`src/rtl/snow64_float_add_sub.sv`:
```
// Multi-cycle parametrised floating-point adder/subtractor with round-to-nearest-even.
// One operation in flight: IDLE -> ALIGN -> ADD -> NORM -> ROUND -> IDLE.
module snow64_float_add_sub #(
    parameter int  WIDTH__ENC_EXP      = 8,
    parameter int  WIDTH__ENC_MANTISSA = 7,
    localparam int WIDTH__DATA         = 1 + WIDTH__ENC_EXP + WIDTH__ENC_MANTISSA
) (
    input  logic                   clk,
    input  logic                   rst_n,
    input  logic                   in_start,
    input  logic                   in_op_sub,
    input  logic [WIDTH__DATA-1:0] in_a,
    input  logic [WIDTH__DATA-1:0] in_b,
    output logic [WIDTH__DATA-1:0] out_data,
    output logic                   out_data_valid,
    output logic                   out_can_accept_cmd
);
    localparam int E  = WIDTH__ENC_EXP;
    localparam int M  = WIDTH__ENC_MANTISSA;
    localparam int SW = M + 4;  // hidden + mantissa + guard/round/sticky
    localparam int EW = E + 1;  // one spare bit for carry into the exponent

    localparam logic [E-1:0] EXP_ONES = {E{1'b1}};
    localparam logic [E-1:0] EXP_SAT  = {{(E-1){1'b1}}, 1'b0};

    typedef enum logic [2:0] {
        ST_IDLE,
        ST_ALIGN,
        ST_ADD,
        ST_NORM,
        ST_ROUND
    } state_t;

    state_t                 state_q, state_d;
    logic                   sign_big_q, sign_big_d;
    logic                   sign_small_q, sign_small_d;
    logic                   res_sign_q, res_sign_d;
    logic                   zero_q, zero_d;
    logic [EW-1:0]          exp_big_q, exp_big_d;
    logic [E-1:0]           exp_small_q, exp_small_d;
    logic [SW-1:0]          sig_big_q, sig_big_d;
    logic [SW-1:0]          sig_small_q, sig_small_d;
    logic [SW:0]            sum_q, sum_d;
    logic [WIDTH__DATA-1:0] out_data_q, out_data_d;
    logic                   out_valid_q, out_valid_d;

    function automatic logic [SW-1:0] make_sig(input logic [E-1:0] e, input logic [M-1:0] m);
        return (e == '0) ? '0 : {1'b1, m, 3'b000};
    endfunction

    function automatic int lead_zeros(input logic [SW-1:0] v);
        int lz;
        lz = SW;
        for (int i = 0; i < SW; i++) begin
            if (v[i]) lz = SW - 1 - i;
        end
        return lz;
    endfunction

    // Operand decode; b's sign is flipped for subtraction so the core only adds.
    logic          a_sign, b_sign, swap;
    logic [E-1:0]  a_exp, b_exp;
    logic [M-1:0]  a_man, b_man;

    assign a_sign = in_a[WIDTH__DATA-1];
    assign a_exp  = in_a[M +: E];
    assign a_man  = in_a[M-1:0];
    assign b_sign = in_b[WIDTH__DATA-1] ^ in_op_sub;
    assign b_exp  = in_b[M +: E];
    assign b_man  = in_b[M-1:0];
    assign swap   = b_exp > a_exp;

    logic [E-1:0]  align_dist;
    logic [SW-1:0] align_mask, align_sig;

    assign align_dist = exp_big_q[E-1:0] - exp_small_q;
    assign align_mask = ~({SW{1'b1}} << align_dist);
    assign align_sig  = (int'(align_dist) >= SW)
                      ? {{(SW-1){1'b0}}, |sig_small_q}
                      : (sig_small_q >> align_dist) | {{(SW-1){1'b0}}, |(sig_small_q & align_mask)};

    int            norm_lz;
    logic [SW-1:0] norm_sig;

    assign norm_lz  = lead_zeros(sum_q[SW-1:0]);
    assign norm_sig = sum_q[SW-1:0] << norm_lz;

    // sig_big_q[3] is the result LSB, [2:0] are guard/round/sticky.
    logic          round_up;
    logic [M:0]    round_man;
    logic [EW-1:0] round_exp;

    assign round_up  = sig_big_q[2] & (sig_big_q[1] | sig_big_q[0] | sig_big_q[3]);
    assign round_man = {1'b0, sig_big_q[SW-2:3]} + {{M{1'b0}}, round_up};
    assign round_exp = exp_big_q + {{E{1'b0}}, round_man[M]};

    always_comb begin
        state_d = state_q;
        case (state_q)
            ST_IDLE:  if (in_start) state_d = ST_ALIGN;
            ST_ALIGN: state_d = ST_ADD;
            ST_ADD:   state_d = ST_NORM;
            ST_NORM:  state_d = ST_ROUND;
            ST_ROUND: state_d = ST_IDLE;
            default:  state_d = ST_IDLE;
        endcase
    end

    always_comb begin
        // NOTE: every _d starts from its _q so no path leaves a signal unassigned and infers a latch.
        sign_big_d   = sign_big_q;
        sign_small_d = sign_small_q;
        res_sign_d   = res_sign_q;
        zero_d       = zero_q;
        exp_big_d    = exp_big_q;
        exp_small_d  = exp_small_q;
        sig_big_d    = sig_big_q;
        sig_small_d  = sig_small_q;
        sum_d        = sum_q;
        out_data_d   = out_data_q;
        out_valid_d  = 1'b0;

        case (state_q)
            ST_IDLE: begin
                if (in_start) begin
                    if (swap) begin
                        sign_big_d   = b_sign;
                        exp_big_d    = {1'b0, b_exp};
                        sig_big_d    = make_sig(b_exp, b_man);
                        sign_small_d = a_sign;
                        exp_small_d  = a_exp;
                        sig_small_d  = make_sig(a_exp, a_man);
                    end else begin
                        sign_big_d   = a_sign;
                        exp_big_d    = {1'b0, a_exp};
                        sig_big_d    = make_sig(a_exp, a_man);
                        sign_small_d = b_sign;
                        exp_small_d  = b_exp;
                        sig_small_d  = make_sig(b_exp, b_man);
                    end
                end
            end
            ST_ALIGN: sig_small_d = align_sig;
            ST_ADD: begin
                if (sign_big_q == sign_small_q) begin
                    sum_d      = {1'b0, sig_big_q} + {1'b0, sig_small_q};
                    res_sign_d = sign_big_q;
                end else if (sig_big_q >= sig_small_q) begin
                    sum_d      = {1'b0, sig_big_q} - {1'b0, sig_small_q};
                    res_sign_d = sign_big_q;
                end else begin
                    // Equal exponents with a larger second magnitude: result takes its sign.
                    sum_d      = {1'b0, sig_small_q} - {1'b0, sig_big_q};
                    res_sign_d = sign_small_q;
                end
            end
            ST_NORM: begin
                zero_d = 1'b0;
                if (sum_q[SW]) begin
                    sig_big_d = sum_q[SW:1] | {{(SW-1){1'b0}}, sum_q[0]};
                    exp_big_d = exp_big_q + EW'(1);
                end else if (sum_q == '0 || int'(exp_big_q) <= norm_lz) begin
                    zero_d = 1'b1;
                end else begin
                    sig_big_d = norm_sig;
                    exp_big_d = exp_big_q - EW'(norm_lz);
                end
            end
            ST_ROUND: begin
                out_valid_d = 1'b1;
                if (zero_q) begin
                    out_data_d = '0;
                end else if (round_exp >= {1'b0, EXP_ONES}) begin
                    out_data_d = {res_sign_q, EXP_SAT, {M{1'b1}}};
                end else begin
                    out_data_d = {res_sign_q, round_exp[E-1:0], round_man[M-1:0]};
                end
            end
            default: ;
        endcase
    end

    // NOTE: sequential state uses <= so every flop samples the pre-edge values of the others.
    always_ff @(posedge clk) begin
        if (!rst_n) begin
            state_q     <= ST_IDLE;
            out_data_q  <= '0;
            out_valid_q <= 1'b0;
        end else begin
            state_q     <= state_d;
            out_data_q  <= out_data_d;
            out_valid_q <= out_valid_d;
        end
    end

    // NOTE: datapath registers need no reset; each is written before the state that reads it.
    always_ff @(posedge clk) begin
        sign_big_q   <= sign_big_d;
        sign_small_q <= sign_small_d;
        res_sign_q   <= res_sign_d;
        zero_q       <= zero_d;
        exp_big_q    <= exp_big_d;
        exp_small_q  <= exp_small_d;
        sig_big_q    <= sig_big_d;
        sig_small_q  <= sig_small_d;
        sum_q        <= sum_d;
    end

    always_comb begin
        out_can_accept_cmd = (state_q == ST_IDLE);
        out_data           = out_data_q;
        out_data_valid     = out_valid_q;
    end
endmodule

```
`config.mk`:
```
export PLATFORM = sky130hd
export DESIGN_NAME = snow64_float_add_sub
export DESIGN_NICKNAME = d
export VERILOG_FILES = /design/src/rtl/snow64_float_add_sub.sv
export SDC_FILE = /design/constraint.sdc
export NUM_CORES = 1
export LEC_CHECK = 0
export CAP_MARGIN = 5
export CORE_MARGIN = 5
export CORE_UTILIZATION = 50
export CTS_CLUSTER_DIAMETER = 80
export CTS_CLUSTER_SIZE = 28
export DETAILED_ROUTE_END_ITERATION = 10
export PLACE_DENSITY = 0.78
export SLEW_MARGIN = 20
export SYNTH_ARGS = -nofsm -noshare
export SYNTH_HDL_FRONTEND = slang
export SYNTH_SLANG_ARGS = --single-unit
```
`constraint.sdc`:
```
create_clock -name clk -period 13.6 [get_ports clk]
set_clock_uncertainty 0.2 [all_clocks]
set_input_delay 4.08 -clock clk [delete_from_list [all_inputs] [get_ports clk]]
set_output_delay 4.08 -clock clk [all_outputs]
set_load 0.01 [all_outputs]
```
==> impl_results.md, run 1 <==
- Hold crit path type: reg -> reg
- Status: completed
- Clock sinks: 75
- DR WL met2: a little under 8 mm
- Final worst slack: 6640 ps
- Power, Total: 1.07 mW
- GRT Util Overall: 22.9%
- Cell Pwr Density: roughly 140 nW/um^2
- # hold bufs at CTS: 0
- Fin area: between 7000 and 8000 um^2
- Count of final setup violators: 0
- Most frequent CP cell: o21a_1
- Post-DP Area: 7560 um^2
- CP max-delay cell: clkdlybuf4s50_1
- CP startpoint: in_a[8]
- Grt total ovfl: 0
- Hold path start: out_data[8]$_SDFFE_PN0P_
- Peak VDD IR: 0.0000985 V
- Post-Syn Nets: 905
- CP required: 13580 ps
- Post-Synthesis Cells: 799
- Dpl hpwl: 13.8 mm
- RSZ-0062 raised after global routing: no
- CTS tree: yes
- H-tree Lvls: 3
- CP Max Fanout: 43
- Worst EP arrival: 6930 ps
- Clock Tree Root: clkbuf_16
- Antenna cell count: 0
- FFs w/ async S/R, synth: 0%
- Max Fclk: 144 MHz
- Bufs on Longest Clock Path: 2
- Wire length per cell: 18.1 um
- Clock buffer count from CTS: 9
- Worst Tran Pin Value: between 900 and 1000 ps
- Vias in the first global route: ~6000
- Final WL: ~18 mm
- Starting DRT DRC Count: 497
- Final Non-Filler Cells: 1012
- Top_reg_cell synth: edfxtp_1
- Pre-CTS worst setup slack: 6290 ps
- DR DRC count: 0
- Critical Path Start Type: input pin
- First-pass GRT wire length: around 30 mm
- Final min period: 6960 ps
- Critical Path Sink Type: flip-flop
- Ports: 54
- Drt pass-1 iters: 5
- Setup_tns: 0 ps
- Critical Path, Cell by Cell: clkdlybuf4s50_1 > inv_1 > ha_1 > nor2b_1 > o21a_1 > o21a_1 > o21ai_0 > a21oi_1 > o31ai_4 > buf_4 > mux2_2 > a211oi_1
- Resized cells post-CTS: 0
- Worst r2r src: sum_q[10]$_DFFE_PN_
- Largest net degree at the start of global routing: 44
- Worst skew pair latency: 340 ps
- Die width: about 130 um
- WP buf/inv: 3
- CP delay by family, top: buffers and inverters
- Sequential area share after synthesis: 29.6%
- Final ANT Viol Nets: 0
- R2R Setup Slk: roughly 9300 ps
- Clk slew on worst S/H paths: 60 ps
- Final hold violations: 0
- M1 WL: 8.10 mm
- Mean post-synth cell area: 8.67 um^2
- Die ar.: 16300 um^2
- Routability cong.: between 0.9 and 1
- Slew headroom: 34.8%
- Final net count: slightly above 900
- Synth Warn #: 0
- Syn-to-layout area delta: 14.1%
- Vias/cell: 6.11
- Crit Path Class: in -> reg
- Synth cell types: 71
- Highest Signal Layer: met4
- Final slew viol count: 0
- #FFs+latches synth: 75
- Via count: 6186
- Initial Util: between 50% and 60%
- Post-CTS setup buffer count: 0
- MaxCap Viol Count: 0
- Placed cell count: roughly 1000
- Period utilization: 51.2%
- Met3 WL: 1.53 mm
- Post-synth EDFFs: 55
- Initial antenna violation count: 0
- Post-Syn Area: just under 7000 um^2
- Pleak: 3.20 nW
- Rows: 43
- Core area: 13700 um^2
- # fillers: 1217
- Die H: 128 um
- Share of layout cells above drive strength 1: 6.73%
- Buffers added on ports: 53
- Slowest stage delay, CP: 500 ps
==> worst paths after layout <==
check | to | cells after the start
worst max-delay path | sig_big_q[9]$_DFFE_PP_ | 12
worst min-delay path | out_data[8]$_SDFFE_PN0P_ | 2
worst max register to register | exp_big_q[8]$_SDFFCE_PN0P_ | 13
worst min register to register | out_data[8]$_SDFFE_PN0P_ | 2
==> metal layers <==
metal  vias to the layer above  GRT usage (%)
met5                         -              0
met4                         0           11.8
met3                        44           3.38
met2                       322           34.8
met1                      2848           31.7
li1                       2972              -
==> stage by stage <==
step | utilization [%] | hold slack (ps)
CTS | 57.6 | 255
global placement | 55.1 | 245
global route | 57.6 | 272
floorplan | - | 276
detailed placement | 55.1 | 249
finish | 57.6 | 254
==> worst min-delay path: stages (launching register included) <==
cell and delay, ps:
dfxtp_1 310, nand2_1 50, a21oi_1 50
==> cell type report <==
cell class | instances | area [um^2] | area share, %
Tap cell | 180 | 225 | 2.85
Sequential cell | 75 | 2050 | 26.0
Inverter | 69 | 259 | 3.28
Timing Repair Buffer | 58 | 568 | 7.19
Multi-Input combinational cell | 614 | 4470 | 56.5
Clock inverter | 5 | 101 | 1.28
Clock buffer | 11 | 233 | 2.94
==> power breakdown <==
group          internal (mW)  switching [mW]  total, mW
combinational          0.191           0.276      0.466
sequential             0.285          0.0451      0.330
clock                  0.179          0.0946      0.273
total                  0.655           0.415       1.07
==> cells by family after synthesis <==
group / Yosys count / share of synthesized area (%)
multiplexers: 58 / 9.29
flip-flops: 75 / 29.6
AND/OR/NAND/NOR: 223 / 15.6
XOR/XNOR: 38 / 4.81
AO/OA/AOI/OAI: 225 / 21.2
adder cells (fa/ha/maj): 70 / 13.2
buffers and inverters: 110 / 6.32
==> registers in the layout, summed over array words and instances, names as in the netlist <==
signal and cells:
out_data 16, sum_q 12, sig_big_q 11, sig_small_q 11
exp_big_q 9, exp_small_q 8, state_q 3, out_data_valid 1
res_sign_q 1, sign_big_q 1, sign_small_q 1, zero_q 1
==> layout by cell type (no fill, tap or decap), types with 4 or more instances in the layout <==
master / instances
nor3_1: 12
o211ai_1: 4
a21oi_1: 62
xnor2_1: 24
ha_1: 65
fa_1: 5
a221oi_1: 8
xor2_1: 14
o22ai_1: 10
o21bai_1: 5
nor2_1: 67
nor4_1: 13
edfxtp_1: 55
inv_1: 69
clkbuf_16: 9
a211o_1: 5
dfxtp_1: 20
nor2b_1: 14
o21ai_0: 52
a21o_1: 8
nand2b_1: 7
nand3b_1: 5
nand2_1: 60
mux2i_1: 35
o31ai_1: 5
o21a_1: 4
nand3_1: 16
nand4_1: 7
and3_1: 4
mux2_2: 20
and2_1: 5
a211oi_1: 21
buf_4: 5
a31oi_1: 5
clkdlybuf4s50_1: 53
==> cells in the mapped netlist, types with 7 or more instances <==
cell,count,area (um^2)
nor4_1,13,81.3
clkbuf_1,23,86.3
nand2b_1,7,43.8
nor3_1,12,60.1
nand2_1,60,225
nor2b_1,14,87.6
a221oi_1,8,70.1
buf_2,12,60.1
edfxtp_1,55,1650
nand3_1,16,80.1
xnor2_1,24,210
o21ai_0,53,265
inv_1,69,259
nor2_1,67,251
a21o_1,8,60.1
mux2_2,20,225
dfxtp_1,20,400
ha_1,65,813
xor2_1,14,123
nand4_1,7,43.8
a211oi_1,21,158
o22ai_1,10,62.6
mux2i_1,35,350
a21oi_1,62,310
Note: power is estimated with default switching activity, not from simulation.
==> inputs of run 2 (changes only) <==
- PLACE_DENSITY: 0.78 -> 0.81
- clock period: 13.6 -> 5.8 ns (I/O delays scaled with it)
==> run 2 against run 1 <==
Via count grew 0.60%. Clock power increased by 98%. Largest cell class unchanged. Critical endpoint is now sig_big_q[8]$_DFFE_PP_. Core utilization down 0.28 points. Largest power group unchanged. Highest routed layer unchanged. Worst hold slack gained 10 ps. Final area shrank 0.49%. Final cell count rose by 0.30%. Sequential share of layout area is 0.13 points higher.
==> impl_results.md, run 2 (synthesis results as in run 1) <==
- Status: completed
- Buffers added on ports: 53
- RSZ-0062 raised after global routing: no
- Final min period: 4680 ps
- Clk slew on worst S/H paths: roughly 60 ps
- Clock Tree Root: clkbuf_16
- Final WL: approximately 18 mm
- First-pass GRT wire length: between 20 and 30 mm
- WHS: 264 ps
- Max reg flops: 16
- Pre-CTS worst setup slack: 802 ps
- Final worst slack: 1120 ps
- Hold crit path type: reg -> reg
- Initial Util: 50.5%
- Switching share of power: 40.0%
- MaxCap Viol Count: 0
- Die ar.: 16300 um^2
- NetSw: approximately 970 uW
- Post-CTS setup buffer count: 0
- Worst Tran Pin Value: 967 ps
- Final net count: 936
- Count of final setup violators: 0
- Slew headroom: 35.2%
- Resized cells post-CTS: 0
- Rows: 43
- Worst skew pair latency: 350 ps
- P_int: 1.44 mW
- Antenna cell count: 0
- Final hold violations: 0
- Crit Path Class: in -> reg
- Drt pass-1 iters: 6
- Part of the power in registers: 32.1%
- Most frequent cells in the layout: 69 x inv_1, 67 x nor2_1, 65 x ha_1
- Clock buffer count from CTS: 9
- DR DRC count: 0
- Bufs on Longest Clock Path: 2
- Via count: 6223
- Share of layout cells above drive strength 1: a little under 7%
- Core area: 13700 um^2
- # hold bufs at CTS: 0
- Initial antenna violation count: 0
- Die H: 128 um
- Ports: 54
- Syn-to-layout area delta: 13.6%
- Pleak: 3.19 nW
- Commonest non-fill, non-tap cell in the layout: inv_1
- Critical Path Start Type: input pin
- Vias in the first global route: between 5000 and 6000
- Fin util: a little under three fifths
- Clock sinks: 75
- Starting DRT DRC Count: roughly 640
- Critical Path Sink Type: flip-flop
- Clock power frac: between 20% and 30%
- # fillers: about 1200
- Final slew viol count: 0
- Wire length per cell: ~18 um
- CTS tree: yes
- Die width: 128 um
- CP required: 5770 ps
- Final ANT Viol Nets: 0
- H-tree Lvls: 3
- Routability cong.: between 0.9 and 1
- Setup_tns: 0 ps
- Post-DP Area: 7580 um^2
- Vias/cell: 6.13
- Peak VDD IR: 0.000159 V
- Cell Pwr Density: 306 nW/um^2
- Worst EP arrival: 4650 ps
- GRT Util Overall: 22.7%
- Largest net degree at the start of global routing: 34
- Period utilization: 80.7%
- Combinational power share: a little under half
- CP Max Fanout: 12
- Grt total ovfl: 0
- Fin area: 7870 um^2
- Dpl hpwl: 14.1 mm
- Max Fclk: 214 MHz
## run 2: cell type report
class	instances	area, um^2	area share (%)
Tap cell	180	225	2.86
Inverter	69	259	3.29
Clock inverter	7	58.8	0.748
Clock buffer	9	225	2.86
Sequential cell	75	2050	26.1
Multi-Input combinational cell	614	4450	56.6
Timing Repair Buffer	61	591	7.51
## run 2: critical path, stage by stage
cell	delay, ps
clkdlybuf4s50_1	500
inv_1	60
ha_1	310
nor2b_1	140
o21a_1	170
o21a_1	160
o21ai_0	140
a21oi_1	120
o31ai_4	490
buf_4	310
mux2_2	360
o22ai_1	140
## run 2: power groups by stage
stage / Sequential [mW] / Clock, mW / Combinational [mW]
2_1_floorplan: 0.728 / 0 / 0.830
3_3_place_gp: 0.776 / 0 / 1.05
3_5_place_dp: 0.778 / 0 / 1.07
4_1_cts: 0.768 / 0.546 / 1.07
5_1_grt: 0.779 / 0.567 / 1.20
6_report: 0.775 / 0.541 / 1.09
## run 2: path summary, 6_finish.rpt
path | from | end | slack [ps] | depth (start not counted)
min | out_data[8]$_SDFFE_PN0P_ | out_data[8]$_SDFFE_PN0P_ | 260 | 2
max reg2reg | sum_q[10]$_DFFE_PN_ | exp_big_q[8]$_SDFFCE_PN0P_ | 1590 | 13
max | in_a[8] | sig_big_q[8]$_DFFE_PP_ | 1120 | 12
min reg2reg | out_data[8]$_SDFFE_PN0P_ | out_data[8]$_SDFFE_PN0P_ | 260 | 2
## run 2: metal layers
metal,global-route usage [%],share of wire [%]
met5,0,0
met3,4.25,8.5
met2,36.5,46
met1,30.8,44
met4,7.87,2.2
## run 2: per-stage QoR
step / power, mW / instances
after global routing: 2.54 / 1015
after CTS: 2.39 / 1015
after global placement: 1.82 / 999
after detailed placement: 1.85 / 999
after floorplan: 1.56 / 799
final: 2.41 / 1015
==> inputs of run 3 (changes only) <==
- PLACE_DENSITY: 0.81 -> 0.78
- clock period: 5.8 -> 4.8 ns (I/O delays scaled with it)
==> run 3 against run 2 <==
Clock power grew 29%. Sequential power is 21% higher. Setup slack worse by 580 ps. Die area is the same. Global-route usage up 0.19 points. Total power is 23% higher. Non-clock buffer count is 3 lower.
==> impl_results.md, run 3 (synthesis results as in run 1) <==
- Status: completed
- WP buf/inv: 0
- Final WL: 18.5 mm
- Clock sinks: 75
- Pleak: 3.19 nW
- First-pass GRT wire length: 29.9 mm
- Dpl hpwl: 14.1 mm
- Setup_tns: 0 ps
- Crit Path Class: reg -> reg
- Final worst slack: roughly 540 ps
- Peak VDD IR: 0.000183 V
- Hold crit path type: reg -> reg
- Clock buffer count from CTS: 9
- Critical Path, Cell by Cell: or4_1 > nor2_1 > nor3_1 > ha_1 > nor2b_1 > ha_1 > o21ai_0 > a21oi_1 > o21ai_0 > a21oi_1 > o21a_1 > or3_1 > a21oi_1
- Rows: 43
- Hold path cells: 2
- GRT Util Overall: between 20% and 30%
- Buffers added on ports: between 50 and 60
- Syn-to-layout area delta: 13.8%
- Vias in the first global route: a little under 6000
- Cell Pwr Density: 376 nW/um^2
- Worst r2r path cells: 13
- Die width: roughly 130 um
- CP required: about 4800 ps
- Share of layout cells above drive strength 1: 6.85%
- Count of final setup violators: 0
- Worst skew pair latency: 340 ps
- Final hold violations: 0
- Bufs on Longest Clock Path: 2
- Post-CTS setup buffer count: 0
- R2R Setup Slk: 540 ps
- H-tree Lvls: 3
- Routability cong.: about 0.97
- Critical Path Start Type: flip-flop
- DR WL met2: 8.21 mm
- Placed cell count: 996
- Worst reg2reg endpoint: exp_big_q[8]$_SDFFCE_PN0P_
- Starting DRT DRC Count: 577
- CP max-delay cell: or4_1
- DR DRC count: 0
- Vias/cell: around 6.2
- Initial antenna violation count: 0
- Fin area: 7880 um^2
- Pre-CTS worst setup slack: 314 ps
- Antenna cell count: 0
- Final Non-Filler Cells: 1012
- Die ar.: 16300 um^2
- Max reg flops: 16
- MaxCap Viol Count: 0
- Resized cells post-CTS: 0
- Final slew viol count: 0
- Drt pass-1 iters: 6
- Post-DP Area: around 7600 um^2
- Highest Signal Layer: met4
- Hold endpoint: out_data[8]$_SDFFE_PN0P_
- Wire length per cell: between 15 and 20 um
- Grt total ovfl: 0
- Slowest stage delay, CP: roughly 700 ps
- Power, Total: 2.96 mW
- Initial Util: 50.5%
- CP Depth: 13
- CP delay by family, top: simple AND/OR/NAND/NOR gates
- Ports: 54
- WHS: about 250 ps
- Final ANT Viol Nets: 0
- Met3 WL: approximately 1.5 mm
- Worst Tran Pin Value: a little over 1000 ps
- Clock Tree Root: clkbuf_16
- Worst EP arrival: 4220 ps
- Commonest non-fill, non-tap cell in the layout: inv_1
- Worst r2r src: sum_q[10]$_DFFE_PN_
- Max Fclk: 235 MHz
- Final min period: 4260 ps
- Critical Path Sink Type: flip-flop
- Clk slew on worst S/H paths: about 60 ps
- Final net count: 933
- CP Max Fanout: 14
- Via count: between 6000 and 7000
- RSZ-0062 raised after global routing: no
- Core area: ~14000 um^2
- # hold bufs at CTS: 0
- Most frequent CP cell: a21oi_1
- Die H: 128 um
- CTS tree: yes
- M1 WL: 8.11 mm
- Largest net degree at the start of global routing: 44
- Slew headroom: 31.2%
- # fillers: 1201
- Most frequent cells in the layout: 69 x inv_1, 67 x nor2_1, 65 x ha_1
- Fin util: between 50% and 60%
- Period utilization: 88.7%
- Hold path start: out_data[8]$_SDFFE_PN0P_
run 3: cell type report:
| cell class | count | area, um^2 | area share, % |
|---|---|---|---|
| Sequential cell | 75 | 2050 | 26.0 |
| Timing Repair Buffer | 58 | 581 | 7.37 |
| Clock inverter | 4 | 28.8 | 0.365 |
| Multi-Input combinational cell | 614 | 4460 | 56.6 |
| Clock buffer | 12 | 279 | 3.54 |
| Inverter | 69 | 259 | 3.29 |
| Tap cell | 180 | 225 | 2.86 |
run 3: layer usage:
metal	vias to the layer above	global-route usage (%)
li1	2977	-
met1	2871	32.5
met2	324	35.0
met3	52	2.88
met4	0	10.2
met5	-	0
run 3: worst register-to-register path: cells and delay by family (launching register included):
kind	cells	cell delay (ps)
flops	1	620
simple gates	5	1670
compound gates	6	950
fa+ha+maj	2	630
run 3: power breakdown:
| group | switching, mW | internal [mW] |
|---|---|---|
| Clock | 0.283 | 0.415 |
| Combinational | 0.781 | 0.543 |
| Sequential | 0.131 | 0.807 |
| Total | 1.20 | 1.77 |
run 3: worst max path at each step:
stage                             start                         end  slack (ps)
CTS                 sum_q[10]$_DFFE_PN_  exp_big_q[8]$_SDFFCE_PN0P_         590
global route        sum_q[10]$_DFFE_PN_  exp_big_q[8]$_SDFFCE_PN0P_         280
global placement                in_a[8]      sig_big_q[9]$_DFFE_PP_         360
floorplan            sum_q[7]$_DFFE_PN_      exp_big_q[0]$_DFFE_PP_         400
finish              sum_q[10]$_DFFE_PN_  exp_big_q[8]$_SDFFCE_PN0P_         540
detailed placement              in_a[8]      sig_big_q[9]$_DFFE_PP_         310
